<file path="config.mk">
export PLATFORM = sky130hd
export DESIGN_NAME = svcs_trnx_packer
export DESIGN_NICKNAME = d
export VERILOG_FILES = /design/src/rtl/svcs_rtl_pkg.sv /design/src/rtl/svcs_out_slice.sv /design/src/rtl/svcs_trnx_packer.sv
export SDC_FILE = /design/constraint.sdc
export NUM_CORES = 1
export LEC_CHECK = 0
export CAP_MARGIN = 20
export CORE_ASPECT_RATIO = 1.1
export CORE_UTILIZATION = 30
export CTS_CLUSTER_DIAMETER = 40
export DETAILED_ROUTE_END_ITERATION = 8
export PLACE_DENSITY = 0.61
export SKIP_CTS_REPAIR_TIMING = 1
export SLEW_MARGIN = 20
export SYNTH_ARGS = -nofsm -noshare
export SYNTH_HDL_FRONTEND = slang
export SYNTH_SLANG_ARGS = --single-unit
export TNS_END_PERCENT = 50
</file>
<file path="constraint.sdc">
create_clock -name clk -period 12.7 [get_ports clk]
set_input_delay 3.81 -clock clk [delete_from_list [all_inputs] [get_ports clk]]
set_output_delay 3.81 -clock clk [all_outputs]
set_load 0.02 [all_outputs]
</file>
<file path="src/rtl/svcs_rtl_pkg.sv">
// Shared types for the SVCS RTL transaction path: header record,
// header word index and packer state encoding.
package svcs_rtl_pkg;

  localparam int unsigned SVCS_MAX_SIZE = 4096;

  typedef struct packed {
    logic [31:0] trnx_type;
    logic [31:0] trnx_id;
    logic [31:0] data_type;
    logic [12:0] n_payloads;
  } svcs_hdr_t;

  // Index of the header word currently held in the output register
  typedef enum logic [1:0] {
    HW_TYPE  = 2'd0,
    HW_ID    = 2'd1,
    HW_DTYPE = 2'd2,
    HW_NPAY  = 2'd3
  } svcs_hw_e;

  typedef enum logic [1:0] {
    ST_IDLE    = 2'd0,
    ST_HDR     = 2'd1,
    ST_PLD     = 2'd2,
    ST_PLD_CHK = 2'd3
  } svcs_state_e;

endpackage

</file>
<file path="src/rtl/svcs_out_slice.sv">
// Single-entry output register with valid/ready hold behaviour.
// Contents stay frozen while out_valid & !out_ready; the caller loads a new
// word only when can_load is high.
module svcs_out_slice #(
  parameter int unsigned W = 32
) (
  input  logic         clk,
  input  logic         rst,
  input  logic         load,
  input  logic [W-1:0] load_data,
  input  logic         load_last,
  input  logic         out_ready,
  output logic         out_valid,
  output logic [W-1:0] out_data,
  output logic         out_last,
  output logic         can_load
);

  logic         valid_q, valid_d;
  logic [W-1:0] data_q, data_d;
  logic         last_q, last_d;

  assign can_load  = !valid_q | out_ready;
  assign out_valid = valid_q;
  assign out_data  = data_q;
  assign out_last  = last_q;

  // Next-state: load a new word, or drop valid once the held word drains
  always_comb begin
    valid_d = valid_q;
    data_d  = data_q;
    last_d  = last_q;
    if (load) begin
      valid_d = 1'b1;
      data_d  = load_data;
      last_d  = load_last;
    end else if (out_ready) begin
      valid_d = 1'b0;
    end
  end

  // Output register state
  always_ff @(posedge clk or posedge rst) begin
    if (rst) begin
      valid_q <= 1'b0;
      data_q  <= '0;
      last_q  <= 1'b0;
    end else begin
      valid_q <= valid_d;
      data_q  <= data_d;
      last_q  <= last_d;
    end
  end

endmodule

</file>
<file path="src/rtl/svcs_trnx_packer.sv">
// Packs one SVCS transaction header plus payload words into a single 32-bit
// word stream for the DPI send bridge: type, id, dtype, n_payloads, payloads.
// Optional macro SVCS_PACKER_CHECKSUM_EN appends an XOR checksum word.
module svcs_trnx_packer
  import svcs_rtl_pkg::*;
#(
  parameter int unsigned MAX_PAYLOADS = SVCS_MAX_SIZE,
  parameter int unsigned CNT_W        = 16
) (
  input  logic             clk,
  input  logic             rst,
  input  logic             hdr_valid,
  output logic             hdr_ready,
  input  logic [31:0]      hdr_trnx_type,
  input  logic [31:0]      hdr_trnx_id,
  input  logic [31:0]      hdr_data_type,
  input  logic [12:0]      hdr_n_payloads,
  input  logic             pld_valid,
  output logic             pld_ready,
  input  logic [31:0]      pld_data,
  output logic             out_valid,
  input  logic             out_ready,
  output logic [31:0]      out_data,
  output logic             out_last,
  output logic             err_size,
  output logic [CNT_W-1:0] trnx_cnt
);

  svcs_state_e      state_q, state_d;
  svcs_hw_e         beat_q, beat_d;
  svcs_hdr_t        hdr_q, hdr_d;
  logic [12:0]      pld_cnt_q, pld_cnt_d;
  logic             err_size_q, err_size_d;
  logic [CNT_W-1:0] trnx_cnt_q, trnx_cnt_d;
`ifdef SVCS_PACKER_CHECKSUM_EN
  logic [31:0]      csum_q, csum_d;
`endif

  logic        load, load_last, can_load;
  logic [31:0] load_data;
  logic        hdr_rdy_c, pld_rdy_c;

  // Ready is withheld while reset is asserted so nothing looks accepted
  assign hdr_ready = hdr_rdy_c & ~rst;
  assign pld_ready = pld_rdy_c & ~rst;
  assign err_size  = err_size_q;
  assign trnx_cnt  = trnx_cnt_q;

  svcs_out_slice #(.W(32)) u_out_slice (
    .clk       (clk),
    .rst       (rst),
    .load      (load),
    .load_data (load_data),
    .load_last (load_last),
    .out_ready (out_ready),
    .out_valid (out_valid),
    .out_data  (out_data),
    .out_last  (out_last),
    .can_load  (can_load)
  );

  // Sequencing: beat_q names the header word now in the output register;
  // each transition decides the word loaded behind it, so the next word is
  // ready the same cycle the current one handshakes.
  always_comb begin
    state_d    = state_q;
    beat_d     = beat_q;
    hdr_d      = hdr_q;
    pld_cnt_d  = pld_cnt_q;
    err_size_d = 1'b0;
    trnx_cnt_d = trnx_cnt_q;
`ifdef SVCS_PACKER_CHECKSUM_EN
    csum_d     = csum_q;
`endif
    load       = 1'b0;
    load_data  = '0;
    load_last  = 1'b0;
    hdr_rdy_c  = 1'b0;
    pld_rdy_c  = 1'b0;

    if (out_valid && out_ready && out_last) begin
      trnx_cnt_d = trnx_cnt_q + CNT_W'(1);
    end

    unique case (state_q)
      ST_IDLE: begin
        hdr_rdy_c = can_load;
        if (hdr_valid && can_load) begin
          if (hdr_n_payloads > 13'(MAX_PAYLOADS)) begin
            err_size_d = 1'b1;
          end else begin
            hdr_d.trnx_type  = hdr_trnx_type;
            hdr_d.trnx_id    = hdr_trnx_id;
            hdr_d.data_type  = hdr_data_type;
            hdr_d.n_payloads = hdr_n_payloads;
            load             = 1'b1;
            load_data        = hdr_trnx_type;
            beat_d           = HW_TYPE;
            state_d          = ST_HDR;
`ifdef SVCS_PACKER_CHECKSUM_EN
            csum_d           = hdr_trnx_type;
`endif
          end
        end
      end
      ST_HDR: begin
        if (can_load) begin
          load = 1'b1;
          unique case (beat_q)
            HW_TYPE: begin
              load_data = hdr_q.trnx_id;
              beat_d    = HW_ID;
            end
            HW_ID: begin
              load_data = hdr_q.data_type;
              beat_d    = HW_DTYPE;
            end
            HW_DTYPE: begin
              load_data = {19'b0, hdr_q.n_payloads};
              beat_d    = HW_NPAY;
              if (hdr_q.n_payloads == '0) begin
`ifdef SVCS_PACKER_CHECKSUM_EN
                state_d   = ST_PLD_CHK;
`else
                load_last = 1'b1;
                state_d   = ST_IDLE;
`endif
              end else begin
                pld_cnt_d = hdr_q.n_payloads;
                state_d   = ST_PLD;
              end
            end
            HW_NPAY: begin
              load    = 1'b0;
              state_d = ST_IDLE;
            end
          endcase
        end
      end
      ST_PLD: begin
        pld_rdy_c = can_load;
        if (pld_valid && can_load) begin
          load      = 1'b1;
          load_data = pld_data;
          pld_cnt_d = pld_cnt_q - 13'd1;
          if (pld_cnt_q == 13'd1) begin
`ifdef SVCS_PACKER_CHECKSUM_EN
            state_d   = ST_PLD_CHK;
`else
            load_last = 1'b1;
            state_d   = ST_IDLE;
`endif
          end
        end
      end
      ST_PLD_CHK: begin
`ifdef SVCS_PACKER_CHECKSUM_EN
        if (can_load) begin
          load      = 1'b1;
          load_data = csum_q;
          load_last = 1'b1;
          state_d   = ST_IDLE;
        end
`else
        state_d = ST_IDLE;
`endif
      end
    endcase

`ifdef SVCS_PACKER_CHECKSUM_EN
    if (load && (state_q == ST_HDR || state_q == ST_PLD)) begin
      csum_d = csum_q ^ load_data;
    end
`endif
  end

  // FSM, counters and registered status
  always_ff @(posedge clk or posedge rst) begin
    if (rst) begin
      state_q    <= ST_IDLE;
      beat_q     <= HW_TYPE;
      hdr_q      <= '0;
      pld_cnt_q  <= '0;
      err_size_q <= 1'b0;
      trnx_cnt_q <= '0;
`ifdef SVCS_PACKER_CHECKSUM_EN
      csum_q     <= '0;
`endif
    end else begin
      state_q    <= state_d;
      beat_q     <= beat_d;
      hdr_q      <= hdr_d;
      pld_cnt_q  <= pld_cnt_d;
      err_size_q <= err_size_d;
      trnx_cnt_q <= trnx_cnt_d;
`ifdef SVCS_PACKER_CHECKSUM_EN
      csum_q     <= csum_d;
`endif
    end
  end

endmodule

</file>
== Word-level counts from Yosys, hierarchy flattened ==
Cells that the tools add are included.

* Bitwise logic cells: 5
* Mux-type cells: 43
* Magnitude comparators: 1
* Add/subtract/negate cells: 2
* Equality and inequality tests: 16
* Reduce and logical (&&, ||, !) cells: 15

{| class="wikitable"
|+ Operators with widths
! operator !! number
|-
| $pmux 32 s3 || 2
|-
| $mux 32 || 4
|-
| $mux 13 || 4
|-
| $pmux 13 s2 || 1
|-
| $mux 2 || 9
|-
| $mux 1 || 17
|-
| $add 16x1->16 const B || 1
|-
| $ne 2x2->1 const B || 7
|-
| $eq 13x1->1 const B || 1
|-
| $gt 13x13->1 const B || 1
|-
| $logic_not 13->1 || 1
|-
| $sub 13x1->13 const B || 1
|-
| $reduce_and 5->1 || 2
|-
| $eq 2x2->1 const B || 4
|-
| $pmux 2 s2 || 2
|-
| $pmux 2 s4 || 1
|-
| $pmux 2 s3 || 1
|-
| $reduce_and 6->1 || 1
|-
| $reduce_bool 2->1 || 3
|-
| $eq 2x1->1 const B || 2
|-
| $logic_and 1x1->1 || 4
|-
| $logic_not 2->1 || 2
|-
| $ne 4x2->1 const B || 1
|-
| $ne 3x2->1 const B || 1
|-
| 7 further kinds || 9
|}

* Flip-flop bits (word level): 145

== Logic depth before layout (Yosys ltp) ==
* Word-level depth: 6
* Depth in mapped cells: 9
* Depth with buffers taken out: 7

== Hierarchy ==
A second synthesis with hierarchy kept.

* Cells, all modules: 646
* Area total of the unflattened synthesis: 7494.7 um^2

{| class="wikitable"
|+ By module, submodules not included
! module !! instances !! seq. area each (um^2) !! cells each !! area an instance (um^2)
|-
| svcs_trnx_packer || 1 || 2777.7 || 572 || 6075.8
|-
| svcs_out_slice || 1 || 850.8 || 74 || 1418.9
|}

== Worst setup path after synthesis ==
No wires, ideal clock.

* Path kind: input-to-output
* From: in rst
* To: out hdr_ready
* Slack: 1.455 ns
* Buffers on the path: 0
* Arrival time: 7.435 ns
* Stages on the path: 2
* Data required time: 8.890 ns
* Cell sequence: inv_1 -> and3_1

* Longest elaborated chain between the ends: 2

{| class="wikitable"
|+ Ends and longest elaborated chain
! what !! line !! source
|-
| start: declaration || svcs_trnx_packer.sv:11 || <nowiki>input logic rst,</nowiki>
|-
| $not 1->1 || svcs_trnx_packer.sv:44 || <nowiki>assign hdr_ready = hdr_rdy_c & ~rst;</nowiki>
|-
| $and 1x1->1 || svcs_trnx_packer.sv:44 ||
|-
| end: declaration || svcs_trnx_packer.sv:13 || <nowiki>output logic hdr_ready,</nowiki>
|}

Every way passes these cells.

== Worst setup path after layout ==
Ends and elaborated chain as after synthesis.

==> results.md <==
* Setup Viol. Count Final at 0
* Hold Violations, Final at 0
* Remaining global-route overflow at 0
* All-Layer GR Usage at between 10% and 20%
* DP HPWL at 13400 microns
* Chip Height at 161 microns
* Min Tclk post-route at 9.51 ns
* Post-Synth Simple-Gate Area at 11.5%
* Sequential area share after synthesis at 52.3%
* CP bufs+invs at 3
* Setup slack after layout at ~3.2 ns
* Worst path depth at 4
* Synth Area in XOR/XNOR at 1.89%
* Residual DRC at 0
* Crit path DAT at 5.70 ns
* Slowest CP cell: clkdlybuf4s50_1
* Reg2reg end: hdr_q[9]
* Post-Syn Area per Cell at 11.4 sq um
* Ranking of synthesized cells by area: dfrtp_1 52%, mux2_2 12%, a222oi_1 4.6%
* R2R Path Start: state_q[1]
* Routability congestion estimate at around 0.82
* CP top delay family: buffers and inverters
* CTS tree: yes
* Port Buf Inserts at 198
* Largest net degree at the start of global routing at 78
* Final ANT Viol Nets at 0
* Worst Max-Slew Pin Slew at 1.12 ns
* Power, Total at roughly 2100 uW
* Post-Syn Area at 6940 sq um
* DP Worst Slack at 3.14 ns
* Status: complete, no violations
* PD cells at approximately 220 nW/um^2
* Largest family of logic cells by synthesized area: compound AO/OA/AOI/OAI gates
* Die X at 147 microns
* Iter 0 DRT Violations at 383
* Ys flop type: dfrtp_1
* Cells after synthesis at 610
* Max Cap Viol at 0
* Syn_nets at roughly 770
* Setup CP Type: input pin to output port
* Util after Layout at 42.8%
* P&R area growth vs syn at 40.4%
* Worst Hold Launch: trnx_cnt[15]
* # rows at 58
* Share of cells above drive strength 1 at about 16%
* Fill cells at 2220
* WL/cell at between 15 and 20 microns
* Global-route wire length before repair at 31200 microns
* Async SR Flop Fraction at 100%
* Initial antenna violation count at 0
* Slew HR at about a quarter
* Critical path endpoint category: output port
* Fin nets at approximately 950
* Sink of the worst hold path: trnx_cnt[15]
* Critical Path Start Type: input pin
* Setup Skew at 0.0125 ns
* Cell Chain, Critical Path: clkdlybuf4s50_1 -> inv_6 -> and3_1 -> clkdlybuf4s50_1
* CTS H-Tree Depth at 4
* Core area at 22800 sq um
* Leak pwr at 0.00393 uW
* IO Count at slightly below 200
* Area leader, netlist: dfrtp_1
* Reg2reg path depth at 7
* FF-to-FF setup slack at a little under 10 ns
* Final worst-path cycle share at 74.9%
* Highest clock rate at 0.105 GHz
* Num CTS Buffers at 17
* First-pass detailed-route iteration total at 7
* Post-synth EDFFs at 0
* Post-synthesis mux area share at 13.2%
* VDD IR max at roughly 90 uV
* Min-Delay Path Class: register to register
* Initial Utilization at roughly 30%
* Die area at 23700 sq um
* #FFs+latches synth at about 150
* Post-Synth Adder-Cell Area at under 10%
* Vias per std cell at 5.01
* CP max stage delay at approximately 0.6 ns
* Routed vias at 5541
* Crit path top cell by count: clkdlybuf4s50_1
* N_diodes at 0
* Setup repair after global routing missed its margin: false
* Hold Path Cell Cnt at 1
* Reg clk slew, reported paths at 0.06 ns
* Root buffer cell: clkbuf_16
* Synth warnings at 0
* Synth Area in Compound Gates at 15.7%
* Max clock buf depth at 2
* Clock Sinks at 145
* Fin. max-slew vios at 0
* Clk_lat worst skew at 0.41 ns
* Critical Path Fanout Max at 77
* Cell variety after synth at 54
* Critical path data required time at 8.89 ns
* Setup TNS at 0 ns
* Vias in the first global route at 5638
* DRT Wirelength at 19400 microns
* Synth top area share at 52.3%
logic make-up (layout without fill, tap and decap cells):
group,after synthesis,after routing
compound gates,144,144
xor+xnor,15,15
buf+inv,52,247
mux,82,82
fa+ha+maj,12,12
simple gates,160,160
flops,145,145
cell type report:
| type | count | area (sq um) | area share, % |
|---|---|---|---|
| Multi-Input combinational cell | 413 | 3120 | 32.0 |
| Inverter | 12 | 50.0 | 0.514 |
| Clock inverter | 13 | 114 | 1.17 |
| Tap cell | 300 | 375 | 3.85 |
| Clock buffer | 18 | 429 | 4.41 |
| Timing Repair Buffer | 204 | 2030 | 20.8 |
| Sequential cell | 145 | 3630 | 37.2 |
Yosys cell counts (2+ instances only):
| library cell | number |
|---|---|
| dfrtp_1 | 145 |
| mux2_2 | 77 |
| nand2_1 | 53 |
| o21ai_0 | 47 |
| nor2_1 | 38 |
| a222oi_1 | 32 |
| clkbuf_1 | 21 |
| a22o_1 | 19 |
| nor3_1 | 16 |
| a221oi_1 | 14 |
| nand3_1 | 14 |
| buf_2 | 13 |
| ha_1 | 12 |
| inv_1 | 12 |
| xnor2_1 | 11 |
| a211oi_1 | 9 |
| a21o_1 | 7 |
| and3_1 | 7 |
| mux2i_1 | 4 |
| nand2b_1 | 4 |
| nand4_1 | 4 |
| nor4_1 | 4 |
| or2_2 | 4 |
| xor2_1 | 4 |
| buf_4 | 3 |
| nor2b_1 | 3 |
| a21oi_1 | 2 |
| buf_1 | 2 |
| nor4_2 | 2 |
| o21ai_1 | 2 |
| or4_1 | 2 |
sequential cells by signal, indices dropped and copies added (netlist names):
| signal | flops |
|---|---|
| trnx_cnt | 16 |
| u_out_slice.out_last | 1 |
| err_size | 1 |
| hdr_q | 77 |
| state_q | 2 |
| pld_cnt_q | 13 |
| u_out_slice.out_valid | 1 |
| beat_q | 2 |
| u_out_slice.out_data | 32 |
worst max-delay path by stage:
stage,from,end,slack (ns)
6_report,rst,hdr_ready,3.19
5_1_grt,rst,hdr_ready,3.02
4_1_cts,rst,hdr_ready,3.15
3_5_place_dp,rst,hdr_ready,3.14
3_3_place_gp,rst,hdr_ready,3.13
2_1_floorplan,rst,hdr_ready,1.45
metrics by stage:
stage	hold slack [ns]	instances	area, sq um
finish	0.475	1105	9740
detailed placement	0.464	1074	9200
CTS	0.476	1105	9740
floorplan	0.480	610	6940
global placement	0.457	1074	9200
global route	0.482	1105	9740
report_power, final:
part / switching [uW] / internal, uW
clock network: 198 / 268
registers: 140 / 656
logic: 434 / 413
total: 772 / 1340
layout by cell type, fill, tap and decap left out, types with 9 or more instances in the layout:
cell	synthesis	routed
a211oi_1	9	9
clkdlybuf4s50_1	0	198
mux2_2	77	77
inv_1	12	11
a221oi_1	14	14
a22o_1	19	19
clkbuf_16	0	17
ha_1	12	12
a222oi_1	32	32
xnor2_1	11	11
o21ai_0	47	47
nand3_1	14	14
dfrtp_1	145	145
nor2_1	38	37
nand2_1	53	53
nor3_1	16	16
routing by layer:
layer | vias up | global-route usage (%) | wire [microns]
li1 | 2651 | - | -
met1 | 2729 | 21.9 | 8720
met2 | 156 | 27.6 | 9400
met3 | 5 | 5.25 | 1190
met4 | 0 | 3.94 | 81
met5 | - | 0 | 0
Note: power is estimated with default switching activity, not from simulation.
